$ cat config.mk
export PLATFORM = sky130hd
export DESIGN_NAME = iniciador_operacion
export DESIGN_NICKNAME = d
export VERILOG_FILES = /design/src/rtl/iniciador_pkg.sv /design/src/rtl/iniciador_operacion_contador_espera.sv /design/src/rtl/iniciador_operacion.sv
export SDC_FILE = /design/constraint.sdc
export NUM_CORES = 1
export LEC_CHECK = 0
export CAP_MARGIN = 20
export CELL_PAD_IN_SITES_DETAIL_PLACEMENT = 0
export CELL_PAD_IN_SITES_GLOBAL_PLACEMENT = 1
export CORE_ASPECT_RATIO = 1.25
export CORE_MARGIN = 10
export CORE_UTILIZATION = 45
export DETAILED_ROUTE_END_ITERATION = 8
export DONT_BUFFER_PORTS = 1
export GPL_ROUTABILITY_DRIVEN = 0
export GPL_TIMING_DRIVEN = 0
export HOLD_SLACK_MARGIN = 0.05
export PLACE_DENSITY_LB_ADDON = 0.1
export SYNTH_ARGS = -nofsm -noshare
export SYNTH_HDL_FRONTEND = slang
export SYNTH_SLANG_ARGS = --single-unit
$ cat constraint.sdc
create_clock -name clk -period 2.2 [get_ports clk]
set_input_delay 0.44 -clock clk [delete_from_list [all_inputs] [get_ports clk]]
set_output_delay 0.44 -clock clk [all_outputs]
set_load 0.005 [all_outputs]
$ cat src/rtl/iniciador_pkg.sv
// iniciador_pkg: shared state encoding and default sizing for the INIT/DONE master sequencer.
package iniciador_pkg;
   localparam int DEF_WIDTH   = 16;
   localparam int DEF_TIMEOUT = 1023;
   typedef enum logic [2:0] {
      IDLE      = 3'd0,
      LOAD      = 3'd1,
      PULSE     = 3'd2,
      WAIT_LOW  = 3'd3,
      WAIT_HIGH = 3'd4,
      CAPTURE   = 3'd5,
      TMO       = 3'd6
   } state_t;
endpackage

$ cat src/rtl/iniciador_operacion_contador_espera.sv
// contador_espera: saturating wait counter with synchronous clear and at-limit flag.
module contador_espera #(
   parameter int W = 10
) (
   input  logic         clk,
   input  logic         reset,
   input  logic         clr,
   input  logic         inc,
   output logic [W-1:0] outc,
   input  logic [W-1:0] limit,
   output logic         at_limit
);
   assign at_limit = outc == limit;
   always_ff @(posedge clk or posedge reset)
      if (reset) outc <= '0;
      else if (clr) outc <= '0;
      else if (inc && !at_limit) outc <= outc + 1'b1;
endmodule

$ cat src/rtl/iniciador_operacion.sv
// iniciador_operacion: master side of the INIT/DONE handshake; latches operands, pulses INIT,
// waits for a fresh DONE and returns RESULTADO with a one-cycle strobe or flags a timeout.
module iniciador_operacion
   import iniciador_pkg::*;
#(
   parameter int WIDTH   = DEF_WIDTH,
   parameter int TIMEOUT = DEF_TIMEOUT
) (
   input  logic             clk,
   input  logic             reset,
   input  logic             START,
   input  logic [WIDTH-1:0] A_IN,
   input  logic [WIDTH-1:0] B_IN,
   output logic             BUSY,
   output logic [WIDTH-1:0] OP1,
   output logic [WIDTH-1:0] OP2,
   output logic             INIT,
   input  logic             DONE,
   input  logic [WIDTH-1:0] RESULTADO,
   output logic [WIDTH-1:0] RES_OUT,
   output logic             RES_VALID,
   output logic             ERR
);
   localparam int CW = $clog2(TIMEOUT + 1);
   state_t          state;
   logic [CW-1:0]   cnt_unused;
   logic            expired;
   // Cleared in LOAD and counting from PULSE on, so TMO lands TIMEOUT cycles after PULSE.
   contador_espera #(.W(CW)) u_espera (
      .clk      (clk),
      .reset    (reset),
      .clr      (state == LOAD),
      .inc      (state == PULSE || state == WAIT_LOW || state == WAIT_HIGH),
      .outc     (cnt_unused),
      .limit    (CW'(TIMEOUT - 1)),
      .at_limit (expired)
   );
   always_ff @(posedge clk or posedge reset)
      if (reset) begin
         state     <= IDLE;
         BUSY      <= 1'b0;
         INIT      <= 1'b0;
         RES_VALID <= 1'b0;
         ERR       <= 1'b0;
         OP1       <= '0;
         OP2       <= '0;
         RES_OUT   <= '0;
      end else begin
         INIT      <= 1'b0;
         RES_VALID <= 1'b0;
         case (state)
            IDLE:
               if (START) begin
                  OP1   <= A_IN;
                  OP2   <= B_IN;
                  ERR   <= 1'b0;
                  BUSY  <= 1'b1;
                  state <= LOAD;
               end
            LOAD: begin
               INIT  <= 1'b1;
               state <= PULSE;
            end
            PULSE: state <= WAIT_LOW;
            WAIT_LOW:
               if (!DONE) state <= WAIT_HIGH;
               else if (expired) state <= TMO;
            // DONE takes priority over an expiry on the same edge
            WAIT_HIGH:
               if (DONE) begin
                  RES_OUT   <= RESULTADO;
                  RES_VALID <= 1'b1;
                  state     <= CAPTURE;
               end else if (expired) state <= TMO;
            CAPTURE: begin
               BUSY  <= 1'b0;
               state <= IDLE;
            end
            TMO: begin
               ERR   <= 1'b1;
               BUSY  <= 1'b0;
               state <= IDLE;
            end
            default: begin
               BUSY  <= 1'b0;
               state <= IDLE;
            end
         endcase
      end
endmodule

==> results.md, run 1 <==
* Status: completed
* CP arrival at 2220 ps
* Clock sinks at 65
* Fin crit share at 91.1%
* Critical path type: reg -> reg
* Ys flop type: dfrtp_1
* Register area share after synthesis at 59.7%
* Area leader, netlist: dfrtp_1
* Reg2Reg Capture Point: OP1[4]
* Total I/O pin count at 104
* Yosys cell types at 42
* Hold endpoint: state[1]
* Htree depth at 3
* WP data required at 2420 ps
* Commonest non-fill, non-tap cells in the layout: dfrtp_1 (65), mux2_2 (48), clkbuf_8 (10)
* Initial DRC Count at 88
* Gate Count Post-Synth at 202
* Total number of vias at 1655
* Post-DR vias/cell at 5.48
* Port bufs at 0
* First-pass GRT wire length at 9230 um
* Antenna cells at 0
* Most common cell after layout, fill and taps aside: dfrtp_1
* Hold Violations, Final at 0
* Post-Syn Nets at 256
* Min Tclk post-route at 2000 ps
* Synth warnings at 0
* Total CTS buffers at 9
* PwrDens at 1430 mW/mm^2
* R2R Setup Slk at 200 ps
* Max Clk Rate at 499 MHz
* Post-CTS Setup Inserts at 0
* Layout area overhead at 13.4%
* Synthesized area per cell at 13.5 um^2
* CTS root buf: clkbuf_8
* Number of fill cells in the layout at 535
* CP max FO at 10
* Residual DRC at 0
* Antenna-violating nets left at 0
* Synthesized area at 0.00272 mm^2
* Final setup violation count at 0
* Largest net degree at the start of global routing at 42
* Routed WL per cell at 19.7 um
* Worst hold path class: in -> reg
* DP HPWL at 4580 um
* Skew final at 13.0 ps
* Pleak at 1.34 nW
* Synth top area cells: dfrtp_1 (60%), mux2_2 (20%), a21oi_1 (1.3%)
* Number of synthesized flops with an enable pin at 0
* GRT Residual Overflow at 0
* Share of the synthesized area in the top cell type at 59.7%
* Hold Crit Depth at 1
* Min-delay src: DONE
* Initial antenna violation count at 0
* Die W at 89.6 um
* Async S/R FF share, synth at 100%
* Final instance area at 0.00309 mm^2
* Number of core rows at 31
* Placed insts at 285
* Nets at 269
* Worst-margin pin slew at 598 ps
* First-pass iteration count of the detailed router at 4
* Total of max-cap violations at 0
* RSZ-0062 raised after global routing: false
* Drt total wl at 5940 um
* Critical path launch point type: flip-flop
* Fraction of layout cells with a size suffix above 1 at 35.5%
* All-Layer GR Usage at 12.6%
* Dpl cell area at 0.00285 mm^2
* Worst skew pair latency at 340 ps
* Final core utilization at 52.7%
* Critical Path End Type: flip-flop
* Layout Cells excl Fill at 302
* Synth Register Bits at 65
* Die area at 0.00958 mm^2
* Initial Utilization at 46.5%
* Number of global-route vias before repair at 1786
* CTS clk-pin slew, worst paths at 70 ps
* TritonCTS clock tree: done
* R2R depth at 6
* Critical R2R Launch: state[1]
* Die height at 107 um
* Max VDD drop at 0.736 mV
* Relative slew slack at 59.9%
* Slew Viols, Final at 0
* Max Root-Sink Buffers at 2
* Core ar. at 0.00586 mm^2
## final cells by class
type | count | area, um^2 | area share, %
sequential | 65 | 1630 | 52.7
multi-input combinational | 121 | 1020 | 33.0
clock buffer | 11 | 141 | 4.58
tap | 82 | 103 | 3.32
clock inverter | 5 | 86.3 | 2.79
buffer | 10 | 61.3 | 1.98
timing repair buffer | 2 | 30.0 | 0.972
inverter | 6 | 22.5 | 0.729
## where the power goes
part           switching, mW  total [mW]  leakage (nW)  internal [mW]
Clock                  0.460        1.14         0.115          0.679
Sequential             0.431        2.14         0.806           1.71
Combinational          0.497        1.15         0.423          0.654
Total                   1.39        4.43          1.34           3.04
## cells in the mapped netlist, types with 2 or more instances
master     n
a211oi_1   2
a21oi_1    7
a41o_1     2
buf_2      4
buf_6      2
clkbuf_1   3
dfrtp_1   65
ha_1       2
inv_1      6
mux2_2    48
mux2i_1    3
nand2_1    9
nand3_1    2
nand4_1    3
nor2_1     8
nor2b_1    3
nor3_1     2
nor3b_1    2
o211ai_1   2
o21ai_0    3
o31ai_1    2
or4_1      2
## worst max-delay path, cell delays in order (launching register included)
cell	delay (ps)
dfrtp_1	410
buf_6	150
nor2_1	220
nand2_1	110
nor2_1	310
buf_2	320
mux2_2	360
## kinds of logic (layout without fill, tap and decap cells)
group                    count (synthesis)  count (layout)  synth area share, %
adder cells (fa/ha/maj)                  2               2                0.919
buffers and inverters                   16              34                 3.08
AO/OA/AOI/OAI                           26              26                 6.61
multiplexers                            51              51                 20.9
AND/OR/NAND/NOR                         42              42                 8.73
flip-flops                              65              65                 59.7
## state kept, by name (all words and copies together), names as in the netlist
name	cells
RES_OUT	16
ERR	1
RES_VALID	1
u_espera.outc	10
OP2	16
BUSY	1
INIT	1
OP1	16
state	3
## per-stage QoR
stage / worst slack [ps] / total power, mW / setup TNS (ps) / hold slack, ps
6_report: 196 / 4.43 / 0 / 223
5_1_grt: 22.0 / 4.75 / 0 / 203
4_1_cts: 42.6 / 4.51 / 0 / 213
3_5_place_dp: 43.1 / 3.36 / 0 / 389
3_3_place_gp: -377 / 3.28 / -24370 / 525
2_1_floorplan: 134 / 3.01 / 0 / 493
## timing repair
item | 4_1_cts | 5_1_grt
hold buffers | 1 | 0
hold endpoints to repair | 24 | 0
endpoints found under the setup margin | 0 | 8
gates resized for setup | 0 | 1
## worst max path at each step
stage | end | slack (ps) | from
2_1_floorplan | BUSY | 130 | reset
3_3_place_gp | OP1[5] | -380 | reset
5_1_grt | OP2[4] | 20 | state[1]
3_5_place_dp | RES_OUT[3] | 40 | state[0]
6_report | OP1[4] | 200 | state[1]
4_1_cts | RES_OUT[3] | 40 | state[0]
## routing by layer
| metal | vias up | global-route usage (%) | share of wire, % |
|---|---|---|---|
| met3 | 13 | 5.83 | 12 |
| met1 | 812 | 13.5 | 36 |
| met4 | 0 | 7.29 | 2.2 |
| met2 | 75 | 19.8 | 50 |
| met5 | - | 0 | 0 |
| li1 | 755 | - | - |
Power figures use the tool's default switching activity.
==> run 2, diff against run 1 <==
Settings changed: MAX_ROUTING_LAYER set to met4.
==> run 2 against run 1 <==
  * Count of clock-buffer cells in the layout is the same
  * Worst setup slack gained 7.0 ps
  * Sequential share of layout area is the same
  * Die area is the same
  * Largest cell class unchanged
  * Hold slack lost 1.7 ps
  * Core utilization is the same
  * First-iteration DRC count grew 2.3%
==> results.md, run 2 (synthesis results as in run 1) <==
* Slowest stage cell, crit path: dfrtp_1
* Critical Path End Type: flip-flop
* Initial antenna violation count at 0
* Worst-margin pin slew at 613 ps
* Nets at 269
* Antenna cells at 0
* Max Root-Sink Buffers at 2
* Total of max-cap violations at 0
* Drt total wl at 5980 um
* WP data required at 2420 ps
* CP arrival at 2210 ps
* CP max FO at 10
* Fraction of layout cells with a size suffix above 1 at 35.5%
* First-pass iteration count of the detailed router at 4
* Total CTS buffers at 9
* Final instance area at 0.00309 mm^2
* First-pass GRT wire length at 9200 um
* Relative slew slack at 58.9%
* Status: completed
* Cell chain of the critical path: buf_6, nor2_1, nand2_1, nor2_1, buf_2, mux2_2
* Largest net degree at the start of global routing at 42
* Htree depth at 3
* Die area at 0.00958 mm^2
* Setup TNS at 0 ps
* All-Layer GR Usage at 13.0%
* Worst skew pair latency at 340 ps
* Total number of vias at 1650
* Final setup violation count at 0
* Pleak at 1.34 nW
* Clock share of power at 25.7%
* Hold Violations, Final at 0
* Residual DRC at 0
* Port bufs at 0
* TritonCTS clock tree: done
* Internal power at 3.04 mW
* DP HPWL at 4580 um
* Worst hold path class: in -> reg
* Most common cell after layout, fill and taps aside: dfrtp_1
* Fin crit share at 90.8%
* Total I/O pin count at 104
* Seq pwr share at 48.3%
* Clock sinks at 65
* GRT Residual Overflow at 0
* Commonest non-fill, non-tap cells in the layout: dfrtp_1 (65), mux2_2 (48), clkbuf_8 (10)
* Critical path launch point type: flip-flop
* Routed WL per cell at 19.8 um
* Slew Viols, Final at 0
* Skew final at 9.84 ps
* Number of global-route vias before repair at 1787
* Max VDD drop at 0.740 mV
* CTS root buf: clkbuf_8
* R2R Setup Slk at 200 ps
* CP peak stage delay at 410 ps
* Number of core rows at 31
* Initial Utilization at 46.5%
* Dpl cell area at 0.00285 mm^2
* Critical path type: reg -> reg
* Core ar. at 0.00586 mm^2
* NetSw at 1.38 mW
* Tot Pwr at 4.43 mW
* Max Clk Rate at 501 MHz
* Antenna-violating nets left at 0
* CTS clk-pin slew, worst paths at 70 ps
* Comb power frac at 26.0%
* Initial DRC Count at 90
* Die W at 89.6 um
* Die height at 107 um
* RSZ-0062 raised after global routing: false
* Top flop regs: OP1: 16 flops, OP2: 16 flops, RES_OUT: 16 flops
* Post-DR vias/cell at 5.46
* Layout area overhead at 13.4%
* PwrDens at 1430 mW/mm^2
* Min Tclk post-route at 2000 ps
* Switching share of total power at 31.3%
* Most used cell along the critical path: nor2_1
run 2: cell counts in the layout (fill, tap and decap cells not counted):
Identical to the previous run, type by type.
run 2: worst paths after layout:
| kind | startpoint | to | cells after the start |
|---|---|---|---|
| max in group asynchronous | reset | state[0] | 3 |
| min in group asynchronous | reset | RES_OUT[14] | 2 |
| min reg2reg | OP1[5] | OP1[5] | 1 |
| max reg2reg | state[1] | OP1[4] | 6 |
| min | DONE | state[1] | 1 |
| max | state[1] | OP1[4] | 6 |
run 2: worst max-delay path, delay by kind of cell (launching register included):
kind / cells / cell delay [ps]
DFF: 1 / 410
and+or+nand+nor: 3 / 640
buffers and inverters: 2 / 470
muxes: 1 / 360
run 2: what timing repair did:
item | CTS | global route
endpoints found under the setup margin | 0 | 8
gates resized for setup | 0 | 1
hold buffers | 1 | 0
endpoints found under the hold margin | 24 | 0
buffers inserted | 0 | 0
run 2: final cells by class:
class / count / area, um^2
Clock buffer: 11 / 141
Timing Repair Buffer: 2 / 30.0
Sequential cell: 65 / 1630
Inverter: 6 / 22.5
Clock inverter: 5 / 86.3
Multi-Input combinational cell: 121 / 1020
Fill cell: 535 / 2770
Buffer: 10 / 61.3
Tap cell: 82 / 103
run 2: routing by layer:
| metal | vias to the layer above | part of all wire (%) | track usage, % |
|---|---|---|---|
| met5 | - | 0 | - |
| met4 | 0 | 2.4 | 7.29 |
| met3 | 16 | 11 | 5.30 |
| met2 | 75 | 49 | 19.8 |
| met1 | 804 | 37 | 13.8 |
| li1 | 755 | - | - |
run 2: stage by stage:
stage	setup WS (ps)	hold slack, ps	cells	utilization, %
after floorplan	134	493	202	-
after global placement	-377	525	284	48.3
after detailed placement	43.1	389	285	48.6
after CTS	42.6	213	302	52.7
after global routing	19.9	202	302	52.7
final	203	221	302	52.7
run 2: power groups by stage:
stage                     logic, mW  registers, mW  clock network [mW]
after CTS                      1.17           2.17                1.17
after floorplan               0.988           2.02                   0
after detailed placement       1.17           2.19                   0
final                          1.15           2.14                1.14
after global placement         1.10           2.18                   0
after global routing           1.29           2.22                1.24
